File: config.mk
export PLATFORM = sky130hd
export DESIGN_NAME = noc_traffic_endpoint
export DESIGN_NICKNAME = d
export VERILOG_FILES = /design/src/rtl/noc_pkg.sv /design/src/rtl/noc_credit_counter.sv /design/src/rtl/noc_traffic_endpoint.sv
export SDC_FILE = /design/constraint.sdc
export NUM_CORES = 1
export LEC_CHECK = 0
export ABC_AREA = 1
export BUFFER_PORTS_ARGS = -buffer_cell sky130_fd_sc_hd__buf_2
export CAP_MARGIN = 20
export CORE_MARGIN = 8
export CORE_UTILIZATION = 45
export DETAILED_ROUTE_END_ITERATION = 8
export SETUP_SLACK_MARGIN = 0.05
export SLEW_MARGIN = 30
export SYNTH_ARGS = -nofsm -noshare
export SYNTH_HDL_FRONTEND = slang
export SYNTH_SLANG_ARGS = --single-unit
export TNS_END_PERCENT = 20
File: constraint.sdc
create_clock -name clk -period 5.6 [get_ports clk]
set_input_delay 0.56 -clock clk [delete_from_list [all_inputs] [get_ports clk]]
set_output_delay 0.56 -clock clk [all_outputs]
set_load 0.01 [all_outputs]
File: src/rtl/noc_pkg.sv
// Shared NoC types and width helpers for endpoints, credit counters and routers.
package noc_pkg;

   typedef enum logic [1:0] {
      IDLE = 2'd0,
      SEND = 2'd1,
      DONE = 2'd2
   } tx_state_e;

   // Bits needed to hold the values 0..max_val inclusive.
   function automatic int unsigned cnt_width(input int unsigned max_val);
      return (max_val == 0) ? 1 : $clog2(max_val + 1);
   endfunction

   // Sequence field occupies everything below the source-id field.
   function automatic int unsigned seq_width(input int unsigned flit_w, input int unsigned dest_w);
      return flit_w - dest_w;
   endfunction

   // LSB position of the source-id field in a flit.
   function automatic int unsigned src_lsb(input int unsigned flit_w, input int unsigned dest_w);
      return flit_w - dest_w;
   endfunction

endpackage

File: src/rtl/noc_credit_counter.sv
// Credit counter for one downstream buffer: issue consumes, credit_in returns.
module noc_credit_counter
   import noc_pkg::*;
#(
   parameter  int unsigned DEPTH = 4,
   parameter  int unsigned INIT  = DEPTH,
   localparam int unsigned CW    = cnt_width(DEPTH)
) (
   input  logic          clk,
   input  logic          rst_n,
   input  logic          issue,
   input  logic          credit_in,
   output logic          has_credit,
   output logic [CW-1:0] count
);

   logic          w_issue_ok;
   logic          w_overflow;
   logic [CW-1:0] w_count_nxt;

   // A returned credit cannot fund an issue in the same cycle.
   always_comb begin
      w_issue_ok  = issue && (count != '0);
      w_overflow  = credit_in && !w_issue_ok && (count == CW'(DEPTH));
      w_count_nxt = count;
      if (w_issue_ok && !credit_in) begin
         w_count_nxt = count - CW'(1);
      end else if (!w_issue_ok && credit_in && !w_overflow) begin
         w_count_nxt = count + CW'(1);
      end
   end

   always_ff @(posedge clk or negedge rst_n) begin
      if (!rst_n) begin
         count      <= CW'(INIT);
         has_credit <= (INIT != 0);
      end else begin
         count      <= w_count_nxt;
         has_credit <= (w_count_nxt != '0);
      end
   end

   a_no_credit_overflow : assert property (@(posedge clk) disable iff (!rst_n) !w_overflow);

endmodule

File: src/rtl/noc_traffic_endpoint.sv
// Credit-based multi-flit packet generator plus in-order receive checker for one
// router port pair.
module noc_traffic_endpoint
   import noc_pkg::*;
#(
   parameter  int unsigned NOC_NUM_ENDPOINTS = 2,
   parameter  int unsigned DEST_WIDTH        = 1,
   parameter  int unsigned FLIT_WIDTH        = 32,
   parameter  int unsigned FLIT_BUFFER_DEPTH = 4,
   parameter  int unsigned MAX_PKT_LEN       = 8,
   parameter  int unsigned ENDPOINT_ID       = 0,
   localparam int unsigned LEN_W             = cnt_width(MAX_PKT_LEN),
   localparam int unsigned SEQ_W             = seq_width(FLIT_WIDTH, DEST_WIDTH),
   localparam int unsigned CRD_W             = cnt_width(FLIT_BUFFER_DEPTH)
) (
   input  logic                  clk,
   input  logic                  rst_n,
   input  logic                  cfg_enable,
   input  logic                  cfg_dest_mode,
   input  logic [DEST_WIDTH-1:0] cfg_dest,
   input  logic [LEN_W-1:0]      cfg_pkt_len,
   input  logic [15:0]           cfg_num_pkts,
   output logic [FLIT_WIDTH-1:0] data_out,
   output logic [DEST_WIDTH-1:0] dest_out,
   output logic                  is_tail_out,
   output logic                  send_out,
   input  logic                  credit_in,
   input  logic [FLIT_WIDTH-1:0] data_in,
   input  logic [DEST_WIDTH-1:0] dest_in,
   input  logic                  is_tail_in,
   input  logic                  send_in,
   output logic                  credit_out,
   output logic                  tx_done,
   output logic [15:0]           tx_pkt_count,
   output logic [15:0]           rx_pkt_count,
   output logic                  err_seq,
   output logic                  err_dest
);

   localparam int unsigned           NDEST     = 1 << DEST_WIDTH;
   localparam int unsigned           SRC_LSB   = src_lsb(FLIT_WIDTH, DEST_WIDTH);
   localparam logic [DEST_WIDTH-1:0] MY_ID     = DEST_WIDTH'(ENDPOINT_ID);
   localparam logic [DEST_WIDTH-1:0] LAST_DEST = DEST_WIDTH'(NOC_NUM_ENDPOINTS - 1);

   tx_state_e             r_state;
   logic [LEN_W-1:0]      r_len;
   logic [LEN_W-1:0]      r_flit_idx;
   logic [DEST_WIDTH-1:0] r_dest;
   logic [SEQ_W-1:0]      r_tx_seq [NDEST];
   logic [SEQ_W-1:0]      r_rx_exp [NDEST];
   logic [FLIT_WIDTH-1:0] r_data_out;
   logic [DEST_WIDTH-1:0] r_dest_out;
   logic                  r_tail_out;
   logic                  r_send_out;
   logic                  r_credit_out;
   logic                  r_tx_done;
   logic [15:0]           r_tx_pkt_cnt;
   logic [15:0]           r_rx_pkt_cnt;
   logic                  r_err_seq;
   logic                  r_err_dest;

   tx_state_e             w_state_nxt;
   logic [LEN_W-1:0]      w_len_nxt;
   logic [LEN_W-1:0]      w_idx_nxt;
   logic [DEST_WIDTH-1:0] w_dest_nxt;
   logic [15:0]           w_pkt_cnt_nxt;
   logic [LEN_W-1:0]      w_len_eff;
   logic [DEST_WIDTH-1:0] w_dest_adv;
   logic                  w_more;
   logic                  w_issue;
   logic                  w_is_tail;
   logic                  w_has_credit;
   logic [CRD_W-1:0]      w_credit_cnt;
   logic [SEQ_W-1:0]      w_tx_seq_cur;
   logic [DEST_WIDTH-1:0] w_rx_src;
   logic [SEQ_W-1:0]      w_rx_seq;
   logic                  w_rx_src_bad;

   noc_credit_counter #(
      .DEPTH (FLIT_BUFFER_DEPTH),
      .INIT  (FLIT_BUFFER_DEPTH)
   ) u_credit (
      .clk        (clk),
      .rst_n      (rst_n),
      .issue      (w_issue),
      .credit_in  (credit_in),
      .has_credit (w_has_credit),
      .count      (w_credit_cnt)
   );

   // Packet length clamp, destination sweep and issue qualification.
   always_comb begin
      if (cfg_pkt_len == '0) begin
         w_len_eff = LEN_W'(1);
      end else if (32'(cfg_pkt_len) > MAX_PKT_LEN) begin
         w_len_eff = LEN_W'(MAX_PKT_LEN);
      end else begin
         w_len_eff = cfg_pkt_len;
      end
      w_dest_adv   = (r_dest == LAST_DEST) ? '0 : r_dest + DEST_WIDTH'(1);
      w_more       = (cfg_num_pkts == 16'd0) || (r_tx_pkt_cnt < cfg_num_pkts);
      w_issue      = (r_state == SEND) && w_has_credit;
      w_is_tail    = (r_flit_idx == r_len);
      w_tx_seq_cur = r_tx_seq[r_dest];
   end

   // TX next-state logic.
   always_comb begin
      w_state_nxt   = r_state;
      w_len_nxt     = r_len;
      w_idx_nxt     = r_flit_idx;
      w_dest_nxt    = r_dest;
      w_pkt_cnt_nxt = r_tx_pkt_cnt;
      case (r_state)
         IDLE: begin
            if (cfg_enable && w_more) begin
               w_state_nxt = SEND;
               w_len_nxt   = w_len_eff;
               w_idx_nxt   = LEN_W'(1);
               w_dest_nxt  = cfg_dest;
            end
         end
         SEND: begin
            if (w_issue) begin
               if (w_is_tail) begin
                  w_pkt_cnt_nxt = r_tx_pkt_cnt + 16'd1;
                  w_len_nxt     = w_len_eff;
                  w_idx_nxt     = LEN_W'(1);
                  w_dest_nxt    = cfg_dest_mode ? w_dest_adv : cfg_dest;
                  if ((cfg_num_pkts != 16'd0) && (w_pkt_cnt_nxt == cfg_num_pkts)) begin
                     w_state_nxt = DONE;
                  end else if (!cfg_enable) begin
                     w_state_nxt = IDLE;
                  end
               end else begin
                  w_idx_nxt = r_flit_idx + LEN_W'(1);
               end
            end
         end
         DONE: begin
            if (!cfg_enable) begin
               w_state_nxt   = IDLE;
               w_pkt_cnt_nxt = 16'd0;
            end
         end
         default: w_state_nxt = IDLE;
      endcase
   end

   always_ff @(posedge clk or negedge rst_n) begin
      if (!rst_n) begin
         r_state      <= IDLE;
         r_len        <= LEN_W'(1);
         r_flit_idx   <= LEN_W'(1);
         r_dest       <= '0;
         r_tx_pkt_cnt <= 16'd0;
         r_tx_done    <= 1'b0;
      end else begin
         r_state      <= w_state_nxt;
         r_len        <= w_len_nxt;
         r_flit_idx   <= w_idx_nxt;
         r_dest       <= w_dest_nxt;
         r_tx_pkt_cnt <= w_pkt_cnt_nxt;
         r_tx_done    <= (w_state_nxt == DONE);
      end
   end

   // Flit launch: one registered flit per issue, per-destination sequence stamp.
   always_ff @(posedge clk or negedge rst_n) begin
      if (!rst_n) begin
         r_data_out <= '0;
         r_dest_out <= '0;
         r_tail_out <= 1'b0;
         r_send_out <= 1'b0;
         for (int i = 0; i < NDEST; i++) begin
            r_tx_seq[i] <= SEQ_W'(1);
         end
      end else begin
         r_send_out <= w_issue;
         r_tail_out <= w_issue && w_is_tail;
         if (w_issue) begin
            r_data_out       <= {MY_ID, w_tx_seq_cur};
            r_dest_out       <= r_dest;
            r_tx_seq[r_dest] <= w_tx_seq_cur + SEQ_W'(1);
         end
      end
   end

   always_comb begin
      w_rx_src     = data_in[SRC_LSB +: DEST_WIDTH];
      w_rx_seq     = data_in[SEQ_W-1:0];
      w_rx_src_bad = (32'(w_rx_src) >= NOC_NUM_ENDPOINTS);
   end

   // RX checker; expected sequence always resyncs to the received value + 1.
   always_ff @(posedge clk or negedge rst_n) begin
      if (!rst_n) begin
         r_credit_out <= 1'b0;
         r_rx_pkt_cnt <= 16'd0;
         r_err_seq    <= 1'b0;
         r_err_dest   <= 1'b0;
         for (int i = 0; i < NDEST; i++) begin
            r_rx_exp[i] <= SEQ_W'(1);
         end
      end else begin
         r_credit_out <= send_in;
         if (send_in) begin
            r_rx_exp[w_rx_src] <= w_rx_seq + SEQ_W'(1);
            if (w_rx_src_bad || (w_rx_seq != r_rx_exp[w_rx_src])) begin
               r_err_seq <= 1'b1;
            end
            if (dest_in != MY_ID) begin
               r_err_dest <= 1'b1;
            end
            if (is_tail_in) begin
               r_rx_pkt_cnt <= r_rx_pkt_cnt + 16'd1;
            end
         end
      end
   end

   a_credit_flag_consistent : assert property (@(posedge clk) disable iff (!rst_n)
      w_has_credit == (w_credit_cnt != '0));

   assign data_out     = r_data_out;
   assign dest_out     = r_dest_out;
   assign is_tail_out  = r_tail_out;
   assign send_out     = r_send_out;
   assign credit_out   = r_credit_out;
   assign tx_done      = r_tx_done;
   assign tx_pkt_count = r_tx_pkt_cnt;
   assign rx_pkt_count = r_rx_pkt_cnt;
   assign err_seq      = r_err_seq;
   assign err_dest     = r_err_dest;

endmodule

==> results.ini <==
[logic_synthesis]
ys_seq_area_share_pct=43.9
syn_area_um2=11900
synth_largest_area_cell=dfrtp_1
synth.ff_latch_count=209
ys_types=49
yosysTopAreaCellShare_pct=42.1
syn_inst=1574
synth_async_sr_flop_share_pct=100
ys.flop_type=dfrtp_1
synth_common_cells=nand2_1 (512), dfrtp_1 (201), inv_1 (168)
yosysMostFrequentCell=nand2_1
yosys_warnings=0
yosys-top-cells-area=dfrtp_1 (42%), nand2_1 (16%), o21ai_0 (6.6%)
synth_edf_count=0
syn_nets=1659
syn_avg_cell_area_um2=7.59

[route]
first_pass_iters=5
ant_nets=0
drtIter0Drc=613
vias=10296
drc=0
avgRoutedWirePerCell_um=14.7
via_per_inst=5.04
wl_mm=30.0

[hold_path]
hp-class=primary input to asynchronous set/reset pin

[final_layout]
diodes=0
layout-drive-gt1-share_pct=14.4
regArea_um2=5240
nets=1774
multiInputGateArea_um2=5800
final_util_pct=52.4
syn_to_final_growth_pct=14.2
fill_cells=2546

[floorplanning]
pin_count=132
die_h_um=179
core-area_um2=26100
start_util_pct=45.8
row_count=59
die_area_um2=32000
die_w_um=179

[clock_network]
clk_path_buf_depth=3
clkTransAtPathRegs_ns=0.07
clkLatencyLatePin_ns=0.53
clockRootBuffer=clkbuf_16
hold_buffers=0
cts_tree=yes
cts_num_sinks=209
cts_buffers=24
post_cts_resize_count=0
cts_max_level=1
post_cts_buffers=0

[sta]
fmax_ghz=0.371
rsz0062_at_grt=false
relSlewSlack_pct=38.1
post-route-period-util_pct=48.1
finalHoldViolCount=0
holdWs_ns=0.0570
slew_viol_final=0
tightest_slew_ns=0.918
finalClockSkew_ns=0.0178
min_period_ns=2.70
tns_ns=0
setup_viol=0

[place]
portBuffers=130
place_hpwl_mm=21.3
place_congestion=0.939

[setup_path]
worstSetupPathType=register to register
slowest_stage=dfrtp_2
cp_cell_sequence=inv_2 > nand2_1 > nand2_1 > ha_1 > nand2_2 > nor2_2 > inv_1 > nor2_1 > nand3_1 > xor2_1 > nand2_1 > o21ai_0
slowest_delay_ns=0.57
arrival_ns=3.09
startpoint_type=register
cp.required_ns=5.99
path_max_fanout=22
end_kind=register
critical_path.most_common_cell=nand2_1

[status]
outcome=finished clean

[grt]
grt-ovfl-total=0
grt.total_usage_pct=18.6
grt_max_degree=106
grt_pass1_vias=9770
antenna_found_initial=0
grt_pass1_wl_mm=49.3

[power_and_ir_drop]
finalPower_w=0.00544
max-vdd-ir-drop_v=0.000226
power.density_nw_per_um2=398
leakagePower_nw=6.81

[run]
maxCapViolCount=0

## area by class of cell
class | instances | area share (%)
multi-input combinational | 1138 | 42.5
sequential | 209 | 38.4
timing repair buffer | 138 | 5.30
clock buffer | 35 | 5.00
inverter | 178 | 4.90
tap | 335 | 3.07
clock inverter | 9 | 0.825
## through the flow
stage | instance area [um2] | setup WS [ns] | cells
global placement | 12800 | 2.78 | 1998
finish | 13600 | 2.90 | 2042
global route | 13600 | 2.69 | 2042
detailed placement | 12800 | 2.81 | 1998
floorplan | 11900 | 3.58 | 1574
CTS | 13600 | 2.80 | 2042
## sequential cells by signal (all words and copies together), names as in the netlist
signal,flops
r_len,4
send_out,1
dest_out,1
u_credit.count,3
r_rx_exp,62
r_dest,1
is_tail_out,1
credit_out,1
tx_pkt_count,16
r_flit_idx,4
data_out,31
rx_pkt_count,16
err_seq,1
r_state,2
err_dest,1
tx_done,1
u_credit.has_credit,1
r_tx_seq,62
## cells by family (layout without fill, tap and decap cells)
kind of cell	count (synthesis)	in the layout	synth area share, %
flops	209	209	43.9
fa+ha+maj	24	24	2.51
xor+xnor	105	105	7.88
other cells	1	1	0.0314
compound gates	220	220	9.81
simple gates	788	788	28.2
buf+inv	227	360	7.67
## critical path: cells and delay by family, from the launching register on
family | cells | cell delay, ns
AOI/OAI and AO/OA | 1 | 0.07
and+or+nand+nor | 7 | 1.01
buffers and inverters | 2 | 0.51
DFF | 1 | 0.57
xor gates and xnor gates | 1 | 0.18
adders and majority gates | 1 | 0.21
## power by group
group	total (W)	switching (W)	internal (W)
sequential	0.00208	0.000219	0.00187
combinational	0.00177	0.00121	0.000553
clock	0.00159	0.000648	0.000940
## layout by cell type (no fill, tap or decap), types with 5 or more instances in the layout
cell type	Yosys	routed
nand2_1	512	512
o21ai_1	29	29
nor3_1	28	28
clkbuf_1	35	7
buf_2	6	128
o21ai_0	157	157
dfrtp_1	201	200
nor2_2	11	12
nor4_1	5	5
inv_2	9	11
dfstp_2	8	8
buf_4	2	9
inv_1	168	166
a21oi_1	12	12
nand3_1	79	79
clkbuf_16	0	24
xnor2_1	17	17
o22ai_1	6	6
nand4_1	27	27
ha_1	24	24
nor2_1	88	86
nand2_2	12	12
xor2_1	86	86
nor3_2	7	7
## worst paths after layout
| check | from | endpoint | slack (ns) | depth (start not counted) |
|---|---|---|---|---|
| setup / recovery | r_dest$_DFFE_PN0P_ | r_tx_seq[24]$_DFFE_PN0P_ | 2.90 | 12 |
| hold / removal | rst_n | r_rx_exp[43]$_DFFE_PN0P_ | 0.06 | 1 |
| setup reg to reg | r_dest$_DFFE_PN0P_ | r_tx_seq[24]$_DFFE_PN0P_ | 2.90 | 12 |
| hold reg to reg | err_dest$_DFFE_PN0P_ | err_dest$_DFFE_PN0P_ | 0.46 | 1 |
| max in group asynchronous | rst_n | r_tx_seq[58]$_DFFE_PN0P_ | 4.24 | 2 |
| min in group clk | send_in | credit_out$_DFF_PN0_ | 0.23 | 1 |
## metal layers
metal	share of wire, %	vias up	track usage [%]
li1	-	5243	-
met1	50	4788	26.9
met2	43	229	28.9
met3	5.6	36	2.86
met4	1.7	0	4.13
met5	0	-	0
No activity file was read; power rests on OpenSTA's default activity.
